**config.mk**
```make
export PLATFORM = sky130hd
export DESIGN_NAME = irq_pending_arbiter
export DESIGN_NICKNAME = d
export VERILOG_FILES = /design/src/rtl/irq_pkg.sv /design/src/rtl/irq_edge_det.sv /design/src/rtl/irq_pending_arbiter.sv
export SDC_FILE = /design/constraint.sdc
export NUM_CORES = 1
export LEC_CHECK = 0
export BUFFER_PORTS_ARGS = -buffer_cell sky130_fd_sc_hd__buf_4
export CAP_MARGIN = 30
export CORE_UTILIZATION = 49
export DETAILED_ROUTE_END_ITERATION = 10
export PLACE_DENSITY = 0.86
export SYNTH_ARGS = -nofsm -noshare
export SYNTH_HDL_FRONTEND = slang
export SYNTH_HIERARCHICAL = 1
export SYNTH_SLANG_ARGS = --single-unit
```
**constraint.sdc**
```tcl
create_clock -name clk -period 1.7 [get_ports clk]
set_input_delay 0.425 -clock clk [delete_from_list [all_inputs] [get_ports clk]]
set_output_delay 0.425 -clock clk [all_outputs]
set_load 0.05 [all_outputs]
```
**src/rtl/irq_pkg.sv**
```systemverilog
// Shared constants and FSM state type for the interrupt pending/grant block.
// Latency: none (types and constants only).
// Backpressure: not applicable.
package irq_pkg;

  localparam int N     = 8;  // request sources, fixed by the external encoder width
  localparam int IDX_W = 3;  // log2(N)

  typedef enum logic {
    IDLE  = 1'b0,
    GRANT = 1'b1
  } state_t;

endpackage

```
**src/rtl/irq_edge_det.sv**
```systemverilog
// Rising-edge detector: registers the request lines and flags 0->1 transitions.
// Latency: rise is combinational from req against last cycle's sample.
// Backpressure: none; it samples every cycle, including while reset is asserted.
module irq_edge_det
  import irq_pkg::*;
#(
  parameter int W = N
) (
  input  logic         clk,
  input  logic [W-1:0] req,
  output logic [W-1:0] rise
);

  logic [W-1:0] req_q;

  // History register. It keeps loading during reset, so lines held high
  // through reset do not look like fresh edges afterwards.
  always_ff @(posedge clk) begin
    req_q <= req;
  end

  assign rise = req & ~req_q;

endmodule

```
**src/rtl/irq_pending_arbiter.sv**
```systemverilog
// Sticky pending bits from request edges; grants the encoder's pick over valid/ready.
// Latency: req rises before edge k -> pending at k -> gnt_valid after edge k+1.
// Backpressure: a grant holds (valid and index stable) until gnt_ready; min 1 idle cycle between grants.
// Optional: define IRQ_OVF_EN to add sticky overflow flags (ovf) with a global clear (ovf_clr).
module irq_pending_arbiter
  import irq_pkg::*;
(
  input  logic             clk,
  input  logic             rst,
  input  logic [N-1:0]     req,
  input  logic [N-1:0]     mask,
  output logic [N-1:0]     pend_o,
  input  logic [IDX_W-1:0] enc_idx_i,
`ifdef IRQ_OVF_EN
  output logic [N-1:0]     ovf,
  input  logic             ovf_clr,
`endif
  output logic             gnt_valid,
  input  logic             gnt_ready,
  output logic [IDX_W-1:0] gnt_idx
);

  state_t       state, state_n;
  logic [N-1:0] rise;
  logic [N-1:0] pending;
  logic [N-1:0] clr_vec;
  logic         any;
  logic         hs;

  irq_edge_det #(.W(N)) u_edge (
    .clk  (clk),
    .req  (req),
    .rise (rise)
  );

  // Masked bits stay pending but are hidden from the encoder until unmasked.
  assign pend_o = pending & mask;
  // Encoder index 0 cannot distinguish "bit 0" from "nothing", so detect here.
  assign any    = |pend_o;
  assign hs     = (state == GRANT) && gnt_ready;
  assign clr_vec = hs ? ({{(N-1){1'b0}}, 1'b1} << gnt_idx) : '0;

  // State, pending bits and the latched grant index. A rise on the bit being
  // cleared wins because the rise term is OR-ed in after the clear.
  always_ff @(posedge clk) begin
    if (rst) begin
      state   <= IDLE;
      pending <= '0;
      gnt_idx <= '0;
    end else begin
      state   <= state_n;
      pending <= (pending & ~clr_vec) | rise;
      if (state == IDLE && any) begin
        gnt_idx <= enc_idx_i;
      end
    end
  end

  // Next state and grant valid. Priority is only sampled in IDLE, so mask or
  // arrival changes during GRANT never disturb the grant in flight.
  always_comb begin
    state_n   = state;
    gnt_valid = 1'b0;
    case (state)
      IDLE: begin
        if (any) begin
          state_n = GRANT;
        end
      end
      GRANT: begin
        gnt_valid = 1'b1;
        if (gnt_ready) begin
          state_n = IDLE;
        end
      end
      default: state_n = IDLE;
    endcase
  end

`ifdef IRQ_OVF_EN
  // Overflow: an edge on a bit that is already pending and not being serviced
  // this cycle. A set in the same cycle as ovf_clr wins.
  always_ff @(posedge clk) begin
    if (rst) begin
      ovf <= '0;
    end else begin
      ovf <= (ovf & ~{N{ovf_clr}}) | (rise & pending & ~clr_vec);
    end
  end
`endif

endmodule
```
# After elaboration in Yosys (flattened, before gate mapping)
# Cells that the tools add are included.
# word_totals
reg_bits	20
inputBits	22
out_inout_bits	12
elab_cells	20
# op_classes
shifts	1
muxes	5
bitwise	7
reduce_logical	3
# ops
operator	n
8-bit bitwise AND	3
8-bit NOT	2
8-bit two-way mux	1
8-bit bitwise OR	1
8-bit OR reduction	1
1-bit by 3-bit left shift with 8-bit output (first input constant)	1
1-bit two-way mux	3
1-bit logical AND	2
1-bit one-hot mux with 2 select lines	1
1-bit NOT	1

# Depth between registers and ports, before layout
# Gate-level depths: netlist of run 1.
# depth
word_depth	5
ltp_mapped	4
mapped_depth_nobuf	4

# Cells and area by module
# The synthesis of run 1 kept the hierarchy.
# modules_own_cells
module	instances	cells_per_inst	area_each_um2	seq_area_each_um2
irq_pending_arbiter	1	73	555.5	240.2
irq_edge_det	1	16	270.3	160.2

# Worst setup path before layout of run 1
# No wires, ideal clock.
# synth_path
kind	flip-flop to flip-flop
startpoint	register state
endpoint	register pending[4]
setup_time_ns	0.127
arrival_ns	1.381
required_time_ns	1.573
slack_ns	0.192
path_stages_with_launch	5
path_buffers	0
synth_period_minus_slack_ns	1.508
path_cell_list	dfxtp_1 > nand3_1 > or3_1 > a21oi_1 > nor2_1
# synth_via
elab_chain_len	5
# synth_rtl
item	line	source
from (decl)	irq_pending_arbiter.sv:23	state_t state, state_n;
from (signal assigned)	irq_pending_arbiter.sv:51	state <= state_n;
1-bit logical AND	irq_pending_arbiter.sv:40	assign hs = (state == GRANT) && gnt_ready;
8-bit two-way mux	irq_pending_arbiter.sv:41	assign clr_vec = hs ? ({{(N-1){1'b0}}, 1'b1} << gnt_idx) : '0;
8-bit NOT	irq_pending_arbiter.sv:52	pending <= (pending & ~clr_vec) | rise;
8-bit bitwise AND	irq_pending_arbiter.sv:52	
8-bit bitwise OR	irq_pending_arbiter.sv:52	
to (signal assigned)	irq_pending_arbiter.sv:52	
to (decl)	irq_pending_arbiter.sv:25	logic [N-1:0] pending;
# No other way between the ends.
# A chain may end at the register's enable or synchronous reset.

# Worst setup path in the final report of run 1
# layout_path
startpoint	register gnt_idx[0]
endpoint	output port gnt_idx[0]
# layout_rtl
item	line	source
from (decl)	irq_pending_arbiter.sv:20	output logic [IDX_W-1:0] gnt_idx
from (signal assigned)	irq_pending_arbiter.sv:54	gnt_idx <= enc_idx_i;
# No word-level cell between the ends.

==> flow_metrics.env, run 1 <==
export IMPL_yosysWarnings=6
export IMPL_reg2regPathDepth=4
export IMPL_peakVddDrop_mv=0.4450
export IMPL_dr_total_vias=689
export IMPL_period_minus_slack_ns=1.423
export IMPL_numCtsBuffers=3
export IMPL_crit_buf_inv=1
export IMPL_vias_per_cell=4.921
export IMPL_syn_nets=111
export IMPL_routed_wl_um=1659
export IMPL_ioPinCount=34
export IMPL_clock_path_buffers=2
export IMPL_synth_area_leaders="dfxtp_1 48%, nor2b_4 13%, inv_1 6.4%"
export IMPL_ant_nets=0
export IMPL_fp_row_count=14
export IMPL_required_ns=1.27
export IMPL_synth_area_per_cell_um2=9.279
export IMPL_cts_root_buf="clkbuf_4"
export IMPL_yosysUniqueCellTypes=16
export IMPL_drt_pass1_iterations=4
export IMPL_die_area_mm2=0.001853
export IMPL_start_kind="flip-flop"
export IMPL_slew_violations=0
export IMPL_finalClockSkew_ns=0.001219
export IMPL_tightestPinTransition_ns=0.2433
export IMPL_reg2reg_from="state"
export IMPL_setup_viol=0
export IMPL_p_leak_nw=0.5710
export IMPL_combPwrFrac_pct=23.8
export IMPL_path_max_fanout=7
export IMPL_drtIter0Drc=16
export IMPL_overflow=0
export IMPL_cpPeakStageDelay_ns=0.45
export IMPL_finalCritPeriodShare_pct=83.72
export IMPL_p_seq_share_pct=53.8
export IMPL_ctsHoldBuffers=0
export IMPL_min_to="u_edge/req_q[5]"
export IMPL_track_usage_pct=20.84
export IMPL_synth_top_area_cell="dfxtp_1"
export IMPL_switching_share_pct=30.41
export IMPL_r2r_setup_slack_ns=0.45
export IMPL_timing_max_cap_violations=0
export IMPL_tns_ns=0
export IMPL_final_layout_size_suffix_gt1_share_pct=36.29
export IMPL_fin_ws_ns=0.2767
export IMPL_p_int_mw=0.6919
export IMPL_die_h_um=43.05
export IMPL_p_clk_share_pct=22.4
export IMPL_critPathTopFamily="flip-flops"
export IMPL_path_cells="buf_4"
export IMPL_grt_pass1_vias=674
export IMPL_multiInputGateArea_um2=369.1
export IMPL_synth_seq_area_share_pct=48.48
export IMPL_die_w_um=43.05
export IMPL_wl_per_cell_um=11.85
export IMPL_clk_pin_slew_ns=0.10
export IMPL_max_freq_ghz=0.7026
export IMPL_clock_sinks=20
export IMPL_gp_congestion=0.7205
export IMPL_cp_slowest_cell="dfxtp_1"
export IMPL_yosys_register_bits=20
export IMPL_fin_nets=148
export IMPL_portBuffers=33
export IMPL_min_from="req[5]"
export IMPL_cts_tree="yes"
export IMPL_clock_latency_ns=0.30
export IMPL_syn2layout_area_growth_pct=34.70
export IMPL_antenna_cells=0
export IMPL_cts_resized=0
export IMPL_r2r_end="pending[0]"
export IMPL_core_area_mm2=0.001541
export IMPL_hpwl_um=1281
export IMPL_switchingPower_mw=0.3024
export IMPL_grt_max_degree=16
export IMPL_rsz0062_at_grt="false"
export IMPL_critPathKind="flip-flop to output pin"
export IMPL_status="complete, no violations"
export IMPL_cp_arrival_ns=1.00
export IMPL_htreeDepth=1
export IMPL_hold_path_class="primary input to flip-flop"
export IMPL_floorplan_initialDensity_pct=53.57
export IMPL_antenna_found_initial=0
export IMPL_synth_top_cell_area_share_pct=48.48
export IMPL_grt_pass1_wl_um=2808
export IMPL_post_place_ws_ns=0.3423
export IMPL_slew_headroom_pct=83.78
export IMPL_whs_path_depth=1
export IMPL_finish_utilization_pct=72.16
export IMPL_hold_violations=0
export IMPL_synth_cells=89
export IMPL_route_detailed_drc=0
export IMPL_fillers=128
export IMPL_powerDensity_mw_per_mm2=893.9
export IMPL_synth_area_um2=825.8
export IMPL_post_cts_setup_buffers=0
export IMPL_crit_path_end_kind="output pin"
export IMPL_seq_area_um2=400.4
## stage by stage
step	hold WS, ns	instance area [um2]	total power [mW]	cells
after floorplan	0.4525	825.8	0.6917	89
after global placement	0.4694	1090	0.7767	137
after detailed placement	0.4736	1090	0.7827	137
after CTS	0.2235	1112	1.002	140
after global routing	0.2132	1112	1.041	140
final	0.2273	1112	0.9943	140
## final cells by class
cell class | count | area share (%)
flip-flops and latches | 20 | 36.00
well taps | 16 | 1.800
clock buffers | 3 | 2.025
inverters | 14 | 4.724
repair buffers | 33 | 22.27
multi-input cells | 54 | 33.18
## Yosys cell counts
| master | number |
|---|---|
| nand2_1 | 10 |
| nand3b_1 | 1 |
| mux2i_1 | 3 |
| dfxtp_1 | 20 |
| a21oi_2 | 1 |
| or3_1 | 2 |
| a21oi_1 | 9 |
| inv_1 | 14 |
| o21a_1 | 1 |
| o21ai_0 | 6 |
| clkbuf_1 | 1 |
| nor2_1 | 2 |
| and4_1 | 2 |
| nand3_1 | 1 |
| nor2b_4 | 8 |
| nand2b_1 | 8 |
## per-layer routing
| metal | share of wire [%] | track usage [%] | wire [um] | vias up |
|---|---|---|---|---|
| met5 | 0 | 0 | 0 | - |
| met4 | 2.8 | 12.73 | 47 | 0 |
| met3 | 4.0 | 3.830 | 66 | 5 |
| met2 | 51 | 35.76 | 840 | 19 |
| met1 | 42 | 23.61 | 705 | 314 |
| li1 | - | - | - | 351 |
## logic make-up after synthesis
| kind of cell | synth area share, % |
|---|---|
| AND/OR/NAND/NOR | 30.00 |
| flip-flops | 48.48 |
| AO/OA/AOI/OAI | 11.06 |
| buffers and inverters | 6.818 |
| multiplexers | 3.637 |
## placed cells by master, fill, tap and decap left out
master | Yosys | final
and4_1 | 2 | 2
clkbuf_4 | 0 | 3
nor2_1 | 2 | 2
a21oi_2 | 1 | 1
inv_1 | 14 | 14
nor2b_4 | 8 | 8
or3_1 | 2 | 2
nand2_1 | 10 | 10
nand3_1 | 1 | 1
mux2i_1 | 3 | 3
buf_4 | 0 | 33
nand2b_1 | 8 | 8
dfxtp_1 | 20 | 20
o21a_1 | 1 | 1
nand3b_1 | 1 | 1
o21ai_0 | 6 | 6
a21oi_1 | 9 | 9
## sequential cells by signal, indices dropped and copies added, names as in the netlist
register      cells
gnt_idx           3
state             1
u_edge/req_q      8
pending           8
## power by group through the flow
| stage | Clock [mW] | Sequential, mW | Combinational, mW |
|---|---|---|---|
| final | 0.223 | 0.535 | 0.236 |
| after detailed placement | 0 | 0.546 | 0.236 |
| after global placement | 0 | 0.545 | 0.232 |
| after global routing | 0.248 | 0.540 | 0.253 |
| after CTS | 0.229 | 0.535 | 0.238 |
| after floorplan | 0 | 0.579 | 0.113 |
## how the worst max path moves through the flow
stage / end / cells after the start / from
after detailed placement: gnt_idx[1] / 5 / mask[1]
after global placement: gnt_idx[1] / 5 / mask[1]
final: gnt_idx[0] / 1 / gnt_idx[0]
after global routing: pend_o[3] / 3 / pending[3]
after floorplan: pending[4] / 4 / state
after CTS: gnt_idx[1] / 1 / gnt_idx[1]
(Power assumes the default switching activity.)
==> inputs of run 2 (changes only) <==
--- a/config.mk
+++ b/config.mk
@@ -7,9 +7,9 @@
 export LEC_CHECK = 0
 export BUFFER_PORTS_ARGS = -buffer_cell sky130_fd_sc_hd__buf_4
 export CAP_MARGIN = 30
-export CORE_UTILIZATION = 49
+export CORE_UTILIZATION = 45
 export DETAILED_ROUTE_END_ITERATION = 10
-export PLACE_DENSITY = 0.86
+export PLACE_DENSITY = 0.81
 export SYNTH_ARGS = -nofsm -noshare
 export SYNTH_HDL_FRONTEND = slang
 export SYNTH_HIERARCHICAL = 1
==> constraint.sdc (replaced) <==
create_clock -name clk -period 1.4 [get_ports clk]
set_input_delay 0.35 -clock clk [delete_from_list [all_inputs] [get_ports clk]]
set_output_delay 0.35 -clock clk [all_outputs]
set_load 0.05 [all_outputs]
==> run 2 against run 1 <==
Highest routed layer unchanged; utilization decreased by 5.9 points; largest power group unchanged; register-to-register slack got worse by 0.20 ns; flip-flop and latch count unchanged; final cell count increased by 7.9%.
==> flow_metrics.env, run 2 (same netlist as run 1, synthesis figures left out) <==
export IMPL_status="complete, no violations"
export IMPL_die_area_mm2=0.002010
export IMPL_ant_nets=0
export IMPL_reg2regPathDepth=4
export IMPL_route_detailed_drc=0
export IMPL_post_cts_setup_buffers=0
export IMPL_die_w_um=44.84
export IMPL_path_cells="nand2_1 -> inv_1 -> buf_4"
export IMPL_routed_wl_um=1712
export IMPL_fillers=160
export IMPL_critPathTopFamily="flip-flops"
export IMPL_finalCritPeriodShare_pct=94.37
export IMPL_clock_latency_ns=0.30
export IMPL_post_place_ws_ns=0.1485
export IMPL_gp_congestion=0.7546
export IMPL_fin_ws_ns=0.07885
export IMPL_tns_ns=0
export IMPL_seq_area_um2=405.4
export IMPL_overflow=0
export IMPL_syn2layout_area_growth_pct=38.49
export IMPL_vias_per_cell=4.702
export IMPL_slew_headroom_pct=85.50
export IMPL_final_cell_mix="35 x buf_4, 16 x dfxtp_1, 14 x inv_1"
export IMPL_holdWs_ns=0.1562
export IMPL_crit_buf_inv=2
export IMPL_layout_commonest_cell="buf_4"
export IMPL_setup_viol=0
export IMPL_core_area_mm2=0.001727
export IMPL_switchingPower_mw=0.3616
export IMPL_cp_arrival_ns=0.97
export IMPL_wl_per_cell_um=11.34
export IMPL_antenna_found_initial=0
export IMPL_rsz0062_at_grt="false"
export IMPL_drtIter0Drc=8
export IMPL_cp_slowest_cell="dfxtp_1"
export IMPL_hold_path_class="primary input to flip-flop"
export IMPL_max_freq_ghz=0.7569
export IMPL_start_kind="flip-flop"
export IMPL_timing_max_cap_violations=0
export IMPL_switching_share_pct=29.91
export IMPL_path_max_fanout=2
export IMPL_die_h_um=44.84
export IMPL_clock_sinks=20
export IMPL_tightestPinTransition_ns=0.2175
export IMPL_reg2reg_from="pending[4]"
export IMPL_whs_path_depth=1
export IMPL_p_seq_share_pct=54.2
export IMPL_r2r_end="gnt_idx[2]"
export IMPL_fp_row_count=15
export IMPL_floorplan_initialDensity_pct=47.83
export IMPL_multiInputGateArea_um2=369.1
export IMPL_grt_pass1_vias=703
export IMPL_slew_violations=0
export IMPL_finalClockSkew_ns=0.004255
export IMPL_fin_nets=150
export IMPL_portBuffers=33
export IMPL_powerDensity_mw_per_mm2=1057
export IMPL_hpwl_um=1353
export IMPL_drt_pass1_iterations=3
export IMPL_track_usage_pct=19.58
export IMPL_cpPeakStageDelay_ns=0.34
export IMPL_period_minus_slack_ns=1.321
export IMPL_antenna_cells=0
export IMPL_htreeDepth=1
export IMPL_clk_pin_slew_ns=0.10
export IMPL_required_ns=1.05
export IMPL_top_regs="pending x8, u_edge/req_q x8, gnt_idx x3"
export IMPL_final_layout_size_suffix_gt1_share_pct=40.48
export IMPL_cts_root_buf="clkbuf_4"
export IMPL_crit_path_end_kind="output pin"
export IMPL_r2r_setup_slack_ns=0.25
export IMPL_combPwrFrac_pct=24.0
export IMPL_critPathKind="flip-flop to output pin"
export IMPL_total_power_mw=1.209
export IMPL_p_int_mw=0.8472
export IMPL_grt_pass1_wl_um=2780
export IMPL_clock_path_buffers=2
export IMPL_peakVddDrop_mv=0.7206
export IMPL_min_from="req[4]"
export IMPL_min_to="u_edge/req_q[4]"
export IMPL_p_leak_nw=0.5808
export IMPL_ioPinCount=34
export IMPL_hold_violations=0
export IMPL_numCtsBuffers=3
export IMPL_dr_total_vias=710
export IMPL_grt_max_degree=16
export IMPL_cts_tree="yes"
export IMPL_p_clk_share_pct=21.8
run 2: cell count changes in the layout (fill, tap and decap cells not counted), sizes merged:
cell,delta
buf,+2
run 2: worst reg2reg max path, cell delays in order, from the launching register on:
cell and delay [ns]:
dfxtp_1 0.34, nand2_1 0.09, and4_1 0.23, a21oi_2 0.23, mux2i_1 0.21
run 2: power by group through the flow:
stage / Clock [mW] / Sequential [mW] / Combinational, mW
2_1_floorplan: 0 / 0.705 / 0.137
3_3_place_gp: 0 / 0.663 / 0.287
3_5_place_dp: 0 / 0.666 / 0.292
4_1_cts: 0.274 / 0.653 / 0.293
5_1_grt: 0.295 / 0.660 / 0.311
6_report: 0.264 / 0.655 / 0.290
run 2: area by class of cell:
cell class,count,area share (%)
Tap cell,25,2.735
Timing Repair Buffer,35,22.98
Sequential cell,20,35.45
Multi-Input combinational cell,54,32.28
Inverter,14,4.595
Clock buffer,3,1.969
run 2: timing repair:
| action | 4_1_cts | 5_1_grt |
|---|---|---|
| resized for setup | 0 | 2 |
| endpoints found under the setup margin | 0 | 2 |
| hold buffers | 0 | 0 |
run 2: metal layers:
metal / share of wire, % / vias to the layer above / GRT usage [%]
li1: - / 359 / -
met1: 40 / 327 / 19.00
met2: 53 / 19 / 35.59
met3: 4.7 / 5 / 6.000
met4: 2.2 / 0 / 12.73
met5: 0 / - / 0
run 2: worst max path at each step:
stage | to | start | slack, ns | depth (start not counted)
6_report | pend_o[4] | pending[4] | 0.08 | 3
5_1_grt | pend_o[4] | pending[4] | 0.02 | 3
4_1_cts | gnt_idx[0] | gnt_idx[0] | 0.04 | 1
3_5_place_dp | gnt_idx[2] | mask[4] | 0.15 | 5
3_3_place_gp | gnt_idx[2] | mask[1] | 0.19 | 5
2_1_floorplan | pending[4] | state | 0.12 | 4
run 2: per-stage QoR:
| step | std cells | utilization, % | area [um2] |
|---|---|---|---|
| finish | 151 | 66.23 | 1144 |
| global route | 151 | 66.23 | 1144 |
| CTS | 151 | 66.09 | 1141 |
| detailed placement | 148 | 64.78 | 1119 |
| global placement | 148 | 64.78 | 1119 |
| floorplan | 89 | - | 828.3 |
==> inputs of run 3 (changes only) <==
==> constraint.sdc (replaced) <==
create_clock -name clk -period 1.4 [get_ports clk]
set_input_delay 0.35 -clock clk [delete_from_list [all_inputs] [get_ports clk]]
set_output_delay 0.35 -clock clk [all_outputs]
set_load 0.1 [all_outputs]
==> run 3 against run 2 <==
Global-route usage decreased by 1.1 points; largest cell class unchanged; sequential power about the same; worst hold slack got worse by 0.0018 ns; first-iteration DRC count increased by 38%; critical endpoint is now pend_o[0]; register-to-register slack got worse by 0.02 ns; non-clock buffer count decreased by 2.
==> flow_metrics.env, run 3 (same netlist as run 1, synthesis figures left out) <==
export IMPL_path_max_fanout=2
export IMPL_hold_path_class="primary input to flip-flop"
export IMPL_clock_sinks=20
export IMPL_cpPeakStageDelay_ns=0.34
export IMPL_fp_row_count=15
export IMPL_ant_nets=0
export IMPL_track_usage_pct=18.47
export IMPL_dr_total_vias=698
export IMPL_numCtsBuffers=3
export IMPL_grt_pass1_wl_um=2684
export IMPL_ioPinCount=34
export IMPL_stdcell_count=150
export IMPL_core_area_mm2=0.001727
export IMPL_finalClockSkew_ns=0.004218
export IMPL_slew_headroom_pct=81.20
export IMPL_met1_usage_pct=21.45
export IMPL_vias_per_cell=4.653
export IMPL_routed_wl_um=1707
export IMPL_required_ns=1.05
export IMPL_layout_commonest_cell="buf_4"
export IMPL_drtIter0Drc=11
export IMPL_peakVddDrop_mv=0.6971
export IMPL_rsz0062_at_grt="false"
export IMPL_powerDensity_mw_per_mm2=1156
export IMPL_clock_path_buffers=2
export IMPL_clk_pin_slew_ns=0.11
export IMPL_overflow=0
export IMPL_cts_root_buf="clkbuf_4"
export IMPL_wl_per_cell_um=11.38
export IMPL_die_area_mm2=0.002010
export IMPL_use_met2_pct=32.35
export IMPL_grt_max_degree=16
export IMPL_hpwl_um=1224
export IMPL_antenna_found_initial=0
export IMPL_cp_arrival_ns=1.00
export IMPL_top_regs="pending x8, u_edge/req_q x8, gnt_idx x3"
export IMPL_p_leak_nw=0.6086
export IMPL_period_minus_slack_ns=1.349
export IMPL_gp_congestion=0.7458
export IMPL_hold_violations=0
export IMPL_fin_nets=148
export IMPL_route_detailed_drc=0
export IMPL_syn2layout_area_growth_pct=52.88
export IMPL_die_w_um=44.84
export IMPL_final_layout_size_suffix_gt1_share_pct=45.60
export IMPL_max_freq_ghz=0.7413
export IMPL_dp_cells=146
export IMPL_crit_path_end_kind="output pin"
export IMPL_slew_violations=0
export IMPL_cp_slowest_cell="dfxtp_2"
export IMPL_finalCritPeriodShare_pct=96.36
export IMPL_drt_pass1_iterations=4
export IMPL_status="complete, no violations"
export IMPL_final_cell_mix="23 x buf_4, 13 x inv_1, 10 x nand2_1, 10 x dfxtp_1"
export IMPL_cts_tree="yes"
export IMPL_fin_ws_ns=0.05102
export IMPL_antenna_cells=0
export IMPL_grt_busiest_layer="met2"
export IMPL_holdWs_ns=0.1544
export IMPL_path_cells="nand2_1 -> inv_1 -> buf_12"
export IMPL_post_place_ws_ns=0.1224
export IMPL_timing_max_cap_violations=0
export IMPL_start_kind="flip-flop"
export IMPL_htreeDepth=1
export IMPL_gr_usage_met3_pct=7.200
export IMPL_tightestPinTransition_ns=0.2843
export IMPL_die_h_um=44.84
export IMPL_critPathTopFamily="flip-flops"
export IMPL_floorplan_initialDensity_pct=47.83
export IMPL_tns_ns=0
export IMPL_crit_buf_inv=2
export IMPL_setup_viol=0
export IMPL_clock_latency_ns=0.30
export IMPL_grt_pass1_vias=641
export IMPL_portBuffers=33
export IMPL_critPathKind="flip-flop to output pin"
run 3: changes by cell type in the layout (fill, tap and decap cells not counted), moves of 3 or more:
cell     delta
dfxtp_1     -6
dfxtp_2     +5
buf_4      -12
buf_12      +7
buf_6       +3
run 3: final timing paths:
| check | from | to | slack [ns] | depth (start not counted) |
|---|---|---|---|---|
| setup / recovery | pending[0] | pend_o[0] | 0.05 | 3 |
| hold / removal | req[5] | u_edge/req_q[5] | 0.15 | 1 |
| setup reg to reg | gnt_idx[2] | pending[0] | 0.23 | 4 |
| hold reg to reg | pending[1] | pending[1] | 0.49 | 2 |
run 3: layout make-up:
type                    instances  area [um2]
well taps                      25       31.28
fillers                       126       464.2
flip-flops and latches         20       415.4
clock buffers                   4       47.55
repair buffers                 33       346.6
multi-input cells              54       369.1
inverters                      14       52.55
run 3: where the power goes:
group	total [mW]	internal, mW	switching, mW
registers	0.657	0.617	0.0399
clock network	0.390	0.218	0.172
logic	0.412	0.156	0.256
run 3: stage by stage:
stage | util (%) | total power, mW | cell area (um2)
floorplan | - | 0.9351 | 833.3
global placement | 64.20 | 1.037 | 1109
detailed placement | 64.20 | 1.044 | 1109
CTS | 67.61 | 1.436 | 1167
global route | 73.12 | 1.526 | 1262
finish | 73.12 | 1.460 | 1262
run 3: timing repair:
| item | 4_1_cts | 5_1_grt |
|---|---|---|
| endpoints found under the setup margin | 3 | 10 |
| hold buffers | 0 | 0 |
| resized for setup | 3 | 28 |
| setup buffers | 0 | 0 |
run 3: metal layers:
layer | part of all wire, % | vias to the layer above | routed length, um
met2 | 54 | 16 | 926
met3 | 3.9 | 2 | 66
met4 | 0.82 | 0 | 14
met1 | 41 | 325 | 700
met5 | 0 | - | 0
li1 | - | 355 | -
run 3: worst register-to-register path, delay by kind of cell (launching register included):
kind,cells,cell delay (ns)
and+or+nand+nor,3,0.57
DFF,1,0.35
AOI/OAI and AO/OA,1,0.15
